==> config.mk <==
export PLATFORM = sky130hd
export DESIGN_NAME = fmul_result_queue_flat
export DESIGN_NICKNAME = d
export VERILOG_FILES = /design/src/rtl/fmul_pkg.sv /design/src/rtl/fmul_result_queue_if.sv /design/src/rtl/fmul_result_queue_classify.sv /design/src/rtl/fmul_result_queue.sv /design/src/flat_wrapper.sv
export SDC_FILE = /design/constraint.sdc
export NUM_CORES = 1
export LEC_CHECK = 0
export CORE_ASPECT_RATIO = 1.5
export CORE_MARGIN = 2
export CORE_UTILIZATION = 50
export CTS_CLUSTER_SIZE = 30
export DETAILED_ROUTE_END_ITERATION = 8
export GPL_TIMING_DRIVEN = 1
export HOLD_SLACK_MARGIN = 0.06
export PLACE_DENSITY_LB_ADDON = 0.08
export SYNTH_ARGS = -nofsm -noshare
export SYNTH_HDL_FRONTEND = slang
export SYNTH_HIERARCHICAL = 1
export SYNTH_SLANG_ARGS = --single-unit
==> constraint.sdc <==
create_clock -name clk -period 5.3 [get_ports clk]
set_input_delay 1.06 -clock clk [delete_from_list [all_inputs] [get_ports clk]]
set_output_delay 1.06 -clock clk [all_outputs]
set_load 0.02 [all_outputs]
==> src/rtl/fmul_pkg.sv <==
// FP32 field positions, result class flag layout and the flag bundle type
// shared by the multiplier result queue and its classifier.
package fmul_pkg;
  localparam int EXP_MSB = 30;
  localparam int EXP_LSB = 23;
  localparam int FRAC_W  = 23;
  localparam logic [7:0] EXP_MAX = 8'hFF;

  localparam int FLAG_NAN  = 3;
  localparam int FLAG_INF  = 2;
  localparam int FLAG_ZERO = 1;
  localparam int FLAG_SUB  = 0;

  // Field order gives nan at bit 3 down to subnormal at bit 0.
  typedef struct packed {
    logic nan;
    logic inf;
    logic zero;
    logic sub;
  } fp32_flags_t;
endpackage

==> src/rtl/fmul_result_queue_if.sv <==
// Issue-side credit handshake, multiplier result input and FWFT result port.
// slave = the result queue, master = the issuing/consuming agent.
interface fmul_result_queue_if
  import fmul_pkg::*;
#(
  parameter int TAG_W = 4,
  parameter int DEPTH = 4
);
  logic                   issue_valid;
  logic [TAG_W-1:0]       issue_tag;
  logic                   issue_ready;
  logic [31:0]            mul_z;
  logic                   res_valid;
  logic                   res_ready;
  logic [31:0]            res_data;
  logic [TAG_W-1:0]       res_tag;
  fp32_flags_t            res_flags;
  logic [$clog2(DEPTH):0] occupancy;
  logic                   overflow_err;

  modport master (
    output issue_valid, issue_tag, mul_z, res_ready,
    input  issue_ready, res_valid, res_data, res_tag, res_flags, occupancy, overflow_err
  );

  modport slave (
    input  issue_valid, issue_tag, mul_z, res_ready,
    output issue_ready, res_valid, res_data, res_tag, res_flags, occupancy, overflow_err
  );
endinterface

==> src/rtl/fmul_result_queue_classify.sv <==
// Combinational FP32 class decode of the multiplier output; with FMUL_FTZ_EN
// defined, subnormals are flushed to signed zero and flagged zero+subnormal.
module fp32_classify
  import fmul_pkg::*;
(
  input  logic [31:0] i_z,
  output logic [31:0] o_data,
  output fp32_flags_t o_flags
);
  logic [7:0] w_exp;
  logic       w_frac_nz;

  assign w_exp     = i_z[EXP_MSB:EXP_LSB];
  assign w_frac_nz = |i_z[FRAC_W-1:0];

  always_comb begin
    o_flags = '0;
    o_data  = i_z;
    if (w_exp == EXP_MAX) begin
      o_flags.nan = w_frac_nz;
      o_flags.inf = ~w_frac_nz;
    end else if (w_exp == 8'h00) begin
      if (w_frac_nz) begin
        o_flags.sub = 1'b1;
`ifdef FMUL_FTZ_EN
        o_flags.zero = 1'b1;
        o_data       = {i_z[31], 31'b0};
`endif
      end else begin
        o_flags.zero = 1'b1;
      end
    end
  end
endmodule

==> src/rtl/fmul_result_queue.sv <==
// Captures each multiplier product LATENCY edges after issue into a FWFT queue; credits
// (queued + in flight < DEPTH) gate issue so a free-running pipe never overflows. Option: FMUL_FTZ_EN.
module fmul_result_queue
  import fmul_pkg::*;
#(
  parameter int LATENCY = 3,
  parameter int DEPTH   = 4,
  parameter int TAG_W   = 4
) (
  input  logic                 clk,
  input  logic                 clrn,
  fmul_result_queue_if.slave   io_bus
);
  localparam int PW = $clog2(DEPTH);
  localparam int CW = PW + 1;
  localparam int SW = CW + 4;

  logic [LATENCY-1:0] r_vld_sr;
  logic [TAG_W-1:0]   r_tag_sr [LATENCY];

  logic [31:0]        r_data  [DEPTH];
  logic [TAG_W-1:0]   r_tag   [DEPTH];
  fp32_flags_t        r_flags [DEPTH];
  logic [PW-1:0]      r_wptr;
  logic [PW-1:0]      r_rptr;
  logic [CW-1:0]      r_occ;
  logic               r_ovf;

  logic [SW-1:0]      w_inflight;
  logic               w_issue_ready;
  logic               w_acc;
  logic               w_cap;
  logic               w_pop;
  logic               w_full;
  logic               w_write;
  logic [31:0]        w_cls_data;
  fp32_flags_t        w_cls_flags;

  fp32_classify u_classify (
    .i_z     (io_bus.mul_z),
    .o_data  (w_cls_data),
    .o_flags (w_cls_flags)
  );

  always_comb begin
    w_inflight = '0;
    for (int i = 0; i < LATENCY; i++) begin
      w_inflight = w_inflight + SW'(r_vld_sr[i]);
    end
  end

  // Every accepted op already owns a slot, so a capture always has somewhere to land.
  assign w_issue_ready = (SW'(r_occ) + w_inflight) < SW'(DEPTH);
  assign w_acc         = io_bus.issue_valid & w_issue_ready;
  assign w_cap         = r_vld_sr[LATENCY-1];
  assign w_pop         = (r_occ != '0) & io_bus.res_ready;
  assign w_full        = (r_occ == CW'(DEPTH));
  assign w_write       = w_cap & (~w_full | w_pop);

  always_ff @(posedge clk or negedge clrn) begin
    if (!clrn) begin
      r_vld_sr <= '0;
      for (int i = 0; i < LATENCY; i++) begin
        r_tag_sr[i] <= '0;
      end
    end else begin
      r_vld_sr[0] <= w_acc;
      r_tag_sr[0] <= io_bus.issue_tag;
      for (int i = 1; i < LATENCY; i++) begin
        r_vld_sr[i] <= r_vld_sr[i-1];
        r_tag_sr[i] <= r_tag_sr[i-1];
      end
    end
  end

  always_ff @(posedge clk or negedge clrn) begin
    if (!clrn) begin
      for (int i = 0; i < DEPTH; i++) begin
        r_data[i]  <= '0;
        r_tag[i]   <= '0;
        r_flags[i] <= '0;
      end
      r_wptr <= '0;
      r_rptr <= '0;
      r_occ  <= '0;
      r_ovf  <= 1'b0;
    end else begin
      // On full, a same-edge pop vacates the head slot that the write pointer now aliases.
      if (w_write) begin
        r_data[r_wptr]  <= w_cls_data;
        r_tag[r_wptr]   <= r_tag_sr[LATENCY-1];
        r_flags[r_wptr] <= w_cls_flags;
        r_wptr          <= r_wptr + PW'(1);
      end
      if (w_pop) begin
        r_rptr <= r_rptr + PW'(1);
      end
      if (w_cap & w_full & ~w_pop) begin
        r_ovf <= 1'b1;
      end
      case ({w_write, w_pop})
        2'b10:   r_occ <= r_occ + CW'(1);
        2'b01:   r_occ <= r_occ - CW'(1);
        default: ;
      endcase
    end
  end

  assign io_bus.issue_ready  = w_issue_ready;
  assign io_bus.res_valid    = (r_occ != '0);
  assign io_bus.res_data     = r_data[r_rptr];
  assign io_bus.res_tag      = r_tag[r_rptr];
  assign io_bus.res_flags    = r_flags[r_rptr];
  assign io_bus.occupancy    = r_occ;
  assign io_bus.overflow_err = r_ovf;
endmodule

==> src/flat_wrapper.sv <==
// flat-port wrapper written by rule: the top's interface ports become plain ports
module fmul_result_queue_flat import fmul_pkg::*;
#(
  parameter int LATENCY = 3,
  parameter int DEPTH   = 4,
  parameter int TAG_W   = 4
)
  (clk, clrn, io_bus_issue_valid, io_bus_issue_tag, io_bus_mul_z, io_bus_res_ready, io_bus_issue_ready, io_bus_res_valid, io_bus_res_data, io_bus_res_tag, io_bus_res_flags, io_bus_occupancy, io_bus_overflow_err);
  fmul_result_queue_if #(.TAG_W(TAG_W), .DEPTH(DEPTH)) io_bus_i ();
  input  logic clk;
  input  logic clrn;
  input wire logic [$bits(io_bus_i.issue_valid)-1:0] io_bus_issue_valid;
  input wire logic [$bits(io_bus_i.issue_tag)-1:0] io_bus_issue_tag;
  input wire logic [$bits(io_bus_i.mul_z)-1:0] io_bus_mul_z;
  input wire logic [$bits(io_bus_i.res_ready)-1:0] io_bus_res_ready;
  output wire logic [$bits(io_bus_i.issue_ready)-1:0] io_bus_issue_ready;
  output wire logic [$bits(io_bus_i.res_valid)-1:0] io_bus_res_valid;
  output wire logic [$bits(io_bus_i.res_data)-1:0] io_bus_res_data;
  output wire logic [$bits(io_bus_i.res_tag)-1:0] io_bus_res_tag;
  output wire logic [$bits(io_bus_i.res_flags)-1:0] io_bus_res_flags;
  output wire logic [$bits(io_bus_i.occupancy)-1:0] io_bus_occupancy;
  output wire logic [$bits(io_bus_i.overflow_err)-1:0] io_bus_overflow_err;
  assign io_bus_i.issue_valid = io_bus_issue_valid;
  assign io_bus_i.issue_tag = io_bus_issue_tag;
  assign io_bus_i.mul_z = io_bus_mul_z;
  assign io_bus_i.res_ready = io_bus_res_ready;
  assign io_bus_issue_ready = io_bus_i.issue_ready;
  assign io_bus_res_valid = io_bus_i.res_valid;
  assign io_bus_res_data = io_bus_i.res_data;
  assign io_bus_res_tag = io_bus_i.res_tag;
  assign io_bus_res_flags = io_bus_i.res_flags;
  assign io_bus_occupancy = io_bus_i.occupancy;
  assign io_bus_overflow_err = io_bus_i.overflow_err;
  fmul_result_queue #(.LATENCY(LATENCY), .DEPTH(DEPTH), .TAG_W(TAG_W)) u_core (.clk(clk), .clrn(clrn), .io_bus(io_bus_i));
endmodule
==> impl_metrics.py, run 1 <==
metrics = {
    "pwr": {
        "combinationalPowerShare": 0.429,
        "p_leak_nw": 3.889,
        "p_sw_mw": 2.074,
        "p_seq_frac": 0.379,
        "switching_share": 0.3241,
        "intPower_mw": 4.327,
        "powerDensity_mw_per_mm2": 671.2,
        "ir_worst_vdd_mv": 0.3632,
        "clkPwrFrac": 0.193,
    },
    "synth": {
        "synth-edff-count": 0,
        "yosysUniqueCellTypes": 30,
        "avgSynthCellArea_um2": 16.32,
        "synthMuxAreaShare": 0.3319,
        "seq_area_frac_synth": 0.5579,
        "yosys_warnings": 6,
        "synth_top_area_share": 0.5579,
        "synthAdderAreaFrac": 0.01402,
        "synth-seq-cells": 183,
        "synth_ff_type": "dfrtp_1",
        "syn-num-nets": 551,
        "synth_area_leaders": "dfrtp_1, mux2_2, mux4_2",
        "synth_compound_area_frac": 0.004268,
        "synth-simple-area-share": 0.02500,
        "synth-async-reset-ratio": 1.000,
        "synth_cells": 503,
        "synth_top_family_by_area": "multiplexers",
        "synth_xor_area_frac": 0.006402,
        "yosysMostFrequentCell": "dfrtp_1",
        "synth_area_mm2": 0.008208,
        "synthTopCellsByCount": "dfrtp_1, mux2_2, mux4_2",
        "yosysTopAreaCell": "dfrtp_1",
    },
    "route": {
        "vias": 4373,
        "drtIter0Drc": 149,
        "wl_met3_um": 618,
        "wl_met1_um": 7089,
        "viasPerCell": 5.643,
        "drc": 0,
        "wl_met2_um": 8338,
        "routed.top_layer": "met4",
        "wl_um": 16210,
        "drt_pass1_iterations": 4,
        "antenna_left": 0,
        "wl_per_cell_um": 20.91,
    },
    "grt": {
        "grt_pass1_wl_um": 26270,
        "antenna_found_initial": 0,
        "grt_usage": 0.1988,
        "grt_max_degree": 119,
        "grt_pass1_vias": 4890,
        "overflow": 0,
    },
    "job": {
        "maxCapViolCount": 0,
    },
    "hold_path": {
        "hp-start": "u_core/r_tag_sr[8]$_DFF_PN0_",
        "min_path_type": "flip-flop to flip-flop",
        "min_delay_path_depth": 0,
        "hold_end": "u_core/r_tag_sr[4]$_DFF_PN0_",
    },
    "die": {
        "dieHeight_um": 160.9,
        "core-area_mm2": 0.01612,
        "initial_core_util": 0.5092,
        "die_width_um": 108.6,
        "rows": 57,
        "boundaryPins": 86,
        "die_area_mm2": 0.01748,
    },
    "timing": {
        "finalWorstSetupSlack_ns": 1.498,
        "setup_viol": 0,
        "worst_slew_pin_slew_ns": 1.089,
        "relSlewSlack": 0.2738,
        "hold_viol": 0,
        "period_needed_ns": 3.802,
        "slew_viol_final": 0,
        "fin_skew_ns": 0.009343,
        "rsz0062_at_grt": "false",
        "period_share": 0.7174,
        "tns_ns": 0,
        "fmax_mhz": 263.0,
    },
    "worst_setup_path": {
        "arrival_ns": 2.74,
        "reg2reg_depth": 8,
        "r2r-end": "u_core/io_bus.occupancy[2]$_DFFE_PN0P_",
        "crit_required_ns": 4.24,
        "rr_startpoint": "u_core/io_bus.occupancy[1]$_DFFE_PN0P_",
        "crit_path_end_kind": "primary output",
        "criticalPathCategory": "flip-flop to primary output",
        "cp-start-kind": "flip-flop",
        "reg2reg_setup_slack_ns": 2.81,
        "cp_max_fo": 6,
    },
    "layout": {
        "diodes": 0,
        "area_growth_pct": 16.19,
        "final_util": 0.5917,
        "fin_area_mm2": 0.009537,
        "layout-drive-gt1-share": 0.4394,
        "fin_nets": 605,
    },
    "clock_tree": {
        "cts_tree": "yes",
        "cts_buffers": 17,
        "htree_levels": 4,
        "post_cts_buffers": 0,
        "ctsResizeCount": 0,
        "postCtsHoldBufs": 0,
        "cts_buffer_depth": 2,
        "clock-sinks": 183,
        "path_clk_slew_ns": 0.07,
        "cts_root_buf": "clkbuf_16",
        "clk_latency_ns": 0.42,
    },
    "placement": {
        "io_buffers": 85,
        "place_ws_ns": 1.687,
        "hpwl_um": 10280,
        "postPlaceCellArea_mm2": 0.008960,
        "place_congestion": 0.7094,
    },
    "run_status": {
        "status": "completed",
    },
}
[how the worst max path moves through the flow]
stage | startpoint | endpoint | slack [ns] | cells after the start
floorplan | u_core/io_bus.occupancy[0]$_DFFE_PN0P_ | io_bus_issue_ready | 2.19 | 5
global placement | io_bus_res_ready | u_core/io_bus.occupancy[2]$_DFFE_PN0P_ | 1.79 | 9
detailed placement | io_bus_res_ready | u_core/io_bus.occupancy[2]$_DFFE_PN0P_ | 1.69 | 9
CTS | u_core/io_bus.occupancy[0]$_DFFE_PN0P_ | io_bus_issue_ready | 1.44 | 6
global route | u_core/io_bus.occupancy[0]$_DFFE_PN0P_ | io_bus_issue_ready | 1.31 | 6
finish | u_core/io_bus.occupancy[0]$_DFFE_PN0P_ | io_bus_issue_ready | 1.50 | 6
[through the flow]
stage / hold WS [ns] / power [mW] / cells
after floorplan: 0.3312 / 4.226 / 503
after global placement: 0.3312 / 5.144 / 744
after detailed placement: 0.3347 / 5.239 / 744
after CTS: 0.3520 / 6.493 / 775
after global routing: 0.3546 / 6.760 / 775
final: 0.3511 / 6.401 / 775
[routing by layer]
metal	global-route usage	vias up
met5	0	-
met4	0.05245	0
met2	0.3295	81
met1	0.2613	2373
li1	-	1907
met3	0.04951	12
[worst max-delay path, stage by stage (launching register included)]
cell and delay (ns):
dfrtp_1 0.49, inv_1 0.15, fa_1 0.43, inv_1 0.06, ha_1 0.21, a311oi_1 0.31
clkdlybuf4s50_1 0.67
[cells in the final DEF, fill, tap and decap left out, types with 2 or more instances in the layout]
master,n
a21oi_1,2
and2_1,2
buf_4,7
bufinv_16,2
clkbuf_16,17
clkdlybuf4s50_1,84
clkinv_2,2
clkinv_4,3
clkinvlp_4,3
dfrtp_1,181
dfrtp_2,2
fa_1,2
ha_1,6
inv_1,9
inv_6,2
mux2_2,161
mux4_2,40
nand2_1,7
nand4_1,3
nor2_4,4
nor3_1,3
nor4_1,4
nor4_2,3
xnor2_1,3
xor2_1,3
[layout make-up]
type | count | area, um^2
Fill cell | 1310 | 6581
Inverter | 9 | 33.78
Clock inverter | 13 | 147.6
Tap cell | 206 | 257.7
Timing Repair Buffer | 93 | 924.6
Clock buffer | 18 | 429.2
Multi-Input combinational cell | 253 | 3162
Sequential cell | 183 | 4582
[registers in the layout, indices dropped and copies added, names as in the netlist]
register	flops
u_core/r_wptr	2
u_core/r_rptr	2
u_core/io_bus.overflow_err	1
u_core/io_bus.occupancy	3
u_core/r_data	128
u_core/r_vld_sr	3
u_core/r_tag	16
u_core/r_flags	16
u_core/r_tag_sr	12
[power groups by stage]
stage	clock (mW)	sequential [mW]	combinational (mW)
6_report	1.23	2.43	2.74
5_1_grt	1.32	2.51	2.93
4_1_cts	1.26	2.44	2.79
3_5_place_dp	0	2.46	2.78
3_3_place_gp	0	2.41	2.74
2_1_floorplan	0	2.27	1.96
[cells by family (layout without fill, tap and decap cells)]
logic type	after synthesis	after routing
AO/OA/AOI/OAI	5	5
XOR/XNOR	6	6
adder cells (fa/ha/maj)	8	8
buffers and inverters	67	133
flip-flops	183	183
multiplexers	202	202
AND/OR/NAND/NOR	32	32
No activity file was read; power rests on OpenSTA's default activity.
==> inputs of run 2 (changes only) <==
==> constraint.sdc (replaced) <==
create_clock -name clk -period 3.5 [get_ports clk]
set_input_delay 0.7 -clock clk [delete_from_list [all_inputs] [get_ports clk]]
set_output_delay 0.7 -clock clk [all_outputs]
set_load 0.02 [all_outputs]
==> run 2 against run 1 <==
Compared with the run above:
- die area unchanged
- sequential share of layout area is 0.51 points lower
- largest power group unchanged
- flip-flop and latch count unchanged
- cell count is 1.0% higher
- worst setup slack worse by 1.2 ns
- clock-buffer cell count is 1 lower
- first-iteration DRC count shrank 3.4%
- critical path depth decreased by 3
- highest routed layer unchanged
- clock power increased by 46%
==> impl_metrics.py, run 2 (synthesis results as in run 1) <==
metrics = {
    "clock_tree": {
        "cts_root_buf": "clkbuf_16",
        "clk_latency_ns": 0.43,
        "htree_levels": 4,
        "clock-sinks": 183,
        "cts_buffers": 17,
        "cts_buffer_depth": 2,
        "path_clk_slew_ns": 0.07,
        "cts_tree": "yes",
        "post_cts_buffers": 0,
    },
    "route": {
        "drtIter0Drc": 144,
        "wl_per_cell_um": 20.46,
        "drt_pass1_iterations": 5,
        "drc": 0,
        "viasPerCell": 5.573,
        "wl_um": 16020,
        "vias": 4364,
        "antenna_left": 0,
    },
    "layout": {
        "final_common_cell": "dfrtp_1",
        "final_cell_mix": "dfrtp_1, mux2_2, clkdlybuf4s50_1, mux4_2, clkbuf_16",
        "largest_reg_flops": 128,
        "layout-drive-gt1-share": 0.4489,
        "fin_nets": 612,
        "diodes": 0,
        "fin_area_mm2": 0.009639,
        "top_register": "u_core/r_data",
        "fillCellCount": 1296,
        "area_growth_pct": 17.44,
        "regArea_mm2": 0.004582,
        "multi_input_area_mm2": 0.003162,
        "reg.largest.list": "u_core/r_data: 128 flops, u_core/r_flags: 16 flops, u_core/r_tag: 16 flops",
    },
    "pwr": {
        "p_leak_nw": 3.949,
        "switching_share": 0.3302,
        "p_seq_frac": 0.369,
        "powerDensity_mw_per_mm2": 1007,
        "finalPower_mw": 9.707,
        "clkPwrFrac": 0.186,
        "ir_worst_vdd_mv": 0.5169,
        "p_sw_mw": 3.205,
        "combinationalPowerShare": 0.445,
        "intPower_mw": 6.502,
    },
    "die": {
        "initial_core_util": 0.5092,
        "die_area_mm2": 0.01748,
        "die_width_um": 108.6,
        "core-area_mm2": 0.01612,
        "boundaryPins": 86,
        "rows": 57,
        "dieHeight_um": 160.9,
    },
    "worst_setup_path": {
        "cp_max_fo": 13,
        "arrival_ns": 2.47,
        "max_stage_delay_ns": 0.68,
        "path_cells": "buf_4 > mux4_2 > clkdlybuf4s50_1",
        "path_delay_family": "buffers and inverters",
        "crit_path_end_kind": "primary output",
        "cp-start-kind": "flip-flop",
        "crit_required_ns": 2.80,
        "crit_slowest_cell": "dfrtp_2",
        "crit_buf_inv": 2,
        "criticalPathCategory": "flip-flop to primary output",
    },
    "grt": {
        "grt_max_degree": 82,
        "grt_pass1_wl_um": 26490,
        "grt_usage": 0.2016,
        "overflow": 0,
        "grt_pass1_vias": 4957,
        "antenna_found_initial": 0,
    },
    "timing": {
        "period_needed_ns": 3.165,
        "fmax_mhz": 315.9,
        "tns_ns": 0,
        "timing.hold.ws_ns": 0.2970,
        "period_share": 0.9044,
        "fin_skew_ns": 0.01029,
        "slew_viol_final": 0,
        "relSlewSlack": 0.4961,
        "worst_slew_pin_slew_ns": 0.7559,
        "rsz0062_at_grt": "false",
        "hold_viol": 0,
        "setup_viol": 0,
    },
    "placement": {
        "place_congestion": 0.7013,
        "postPlaceCellArea_mm2": 0.009075,
        "io_buffers": 85,
        "hpwl_um": 10430,
    },
    "hold_path": {
        "min_path_type": "input port to asynchronous set/reset pin",
    },
    "job": {
        "maxCapViolCount": 0,
    },
    "run_status": {
        "status": "completed",
    },
}
==> run 2: timing repair <==
action | CTS | global route
setup endpoints to repair | 0 | 1
resized for setup | 0 | 1
hold buffers | 0 | 0
==> run 2: power by group through the flow <==
stage / clock, mW / sequential, mW / combinational (mW)
after CTS: 1.86 / 3.59 / 4.40
after floorplan: 0 / 3.43 / 2.97
after detailed placement: 0 / 3.63 / 4.39
after global placement: 0 / 3.55 / 4.32
after global routing: 1.96 / 3.72 / 4.62
final: 1.80 / 3.58 / 4.32
==> run 2: stage by stage <==
step                std cells  worst slack [ns]    util
floorplan                 503            0.7474       -
global placement          751            0.5801  0.5630
finish                    783            0.3346  0.5980
detailed placement        751            0.5171  0.5630
CTS                       783           0.02014  0.5979
global route              783            0.2253  0.5980
==> run 2: layout make-up <==
class                           count  area share
Inverter                            9    0.003505
Timing Repair Buffer              100      0.1081
Tap cell                          206     0.02674
Sequential cell                   183      0.4753
Clock inverter                     15     0.01415
Clock buffer                       17     0.04413
Multi-Input combinational cell    253      0.3280
==> run 2: worst reg2reg max path, stage by stage, from the launching register on <==
cell and delay, ns:
dfrtp_1 0.46, nor4b_4 0.28, nand2b_1 0.21, ha_1 0.22
inv_1 0.06, fa_1 0.38, xor2_1 0.15, nor2_1 0.12
xor2_1 0.17
==> run 2: worst paths after layout <==
kind	depth (start not counted)	from	endpoint	slack, ns
min	1	clrn	u_core/r_data[40]$_DFFE_PN0P_	0.30
max reg2reg	8	u_core/io_bus.occupancy[1]$_DFFE_PN0P_	u_core/io_bus.occupancy[2]$_DFFE_PN0P_	1.37
max	3	u_core/r_rptr[0]$_DFFE_PN0P_	io_bus_res_data[23]	0.33
min reg2reg	0	u_core/r_tag_sr[7]$_DFF_PN0_	u_core/r_tag_sr[3]$_DFF_PN0_	0.36
max in group asynchronous	2	clrn	u_core/r_data[116]$_DFFE_PN0P_	2.34
min in group clk	0	u_core/r_tag_sr[7]$_DFF_PN0_	u_core/r_tag_sr[3]$_DFF_PN0_	0.36
==> run 2: routing by layer <==
metal | track usage | share of wire
met3 | 0.05276 | 0.041
met5 | 0 | 0
met2 | 0.3440 | 0.53
met4 | 0.04895 | 0.0099
met1 | 0.2556 | 0.41
==> inputs of run 3 (changes only) <==
--- a/config.mk
+++ b/config.mk
@@ -13,6 +13,7 @@
 export GPL_TIMING_DRIVEN = 1
 export HOLD_SLACK_MARGIN = 0.06
 export PLACE_DENSITY_LB_ADDON = 0.08
+export SKIP_CTS_REPAIR_TIMING = 1
 export SYNTH_ARGS = -nofsm -noshare
 export SYNTH_HDL_FRONTEND = slang
 export SYNTH_HIERARCHICAL = 1
==> results of run 3 <==
Final layout, timing and power as in run 2 (identical DEF).
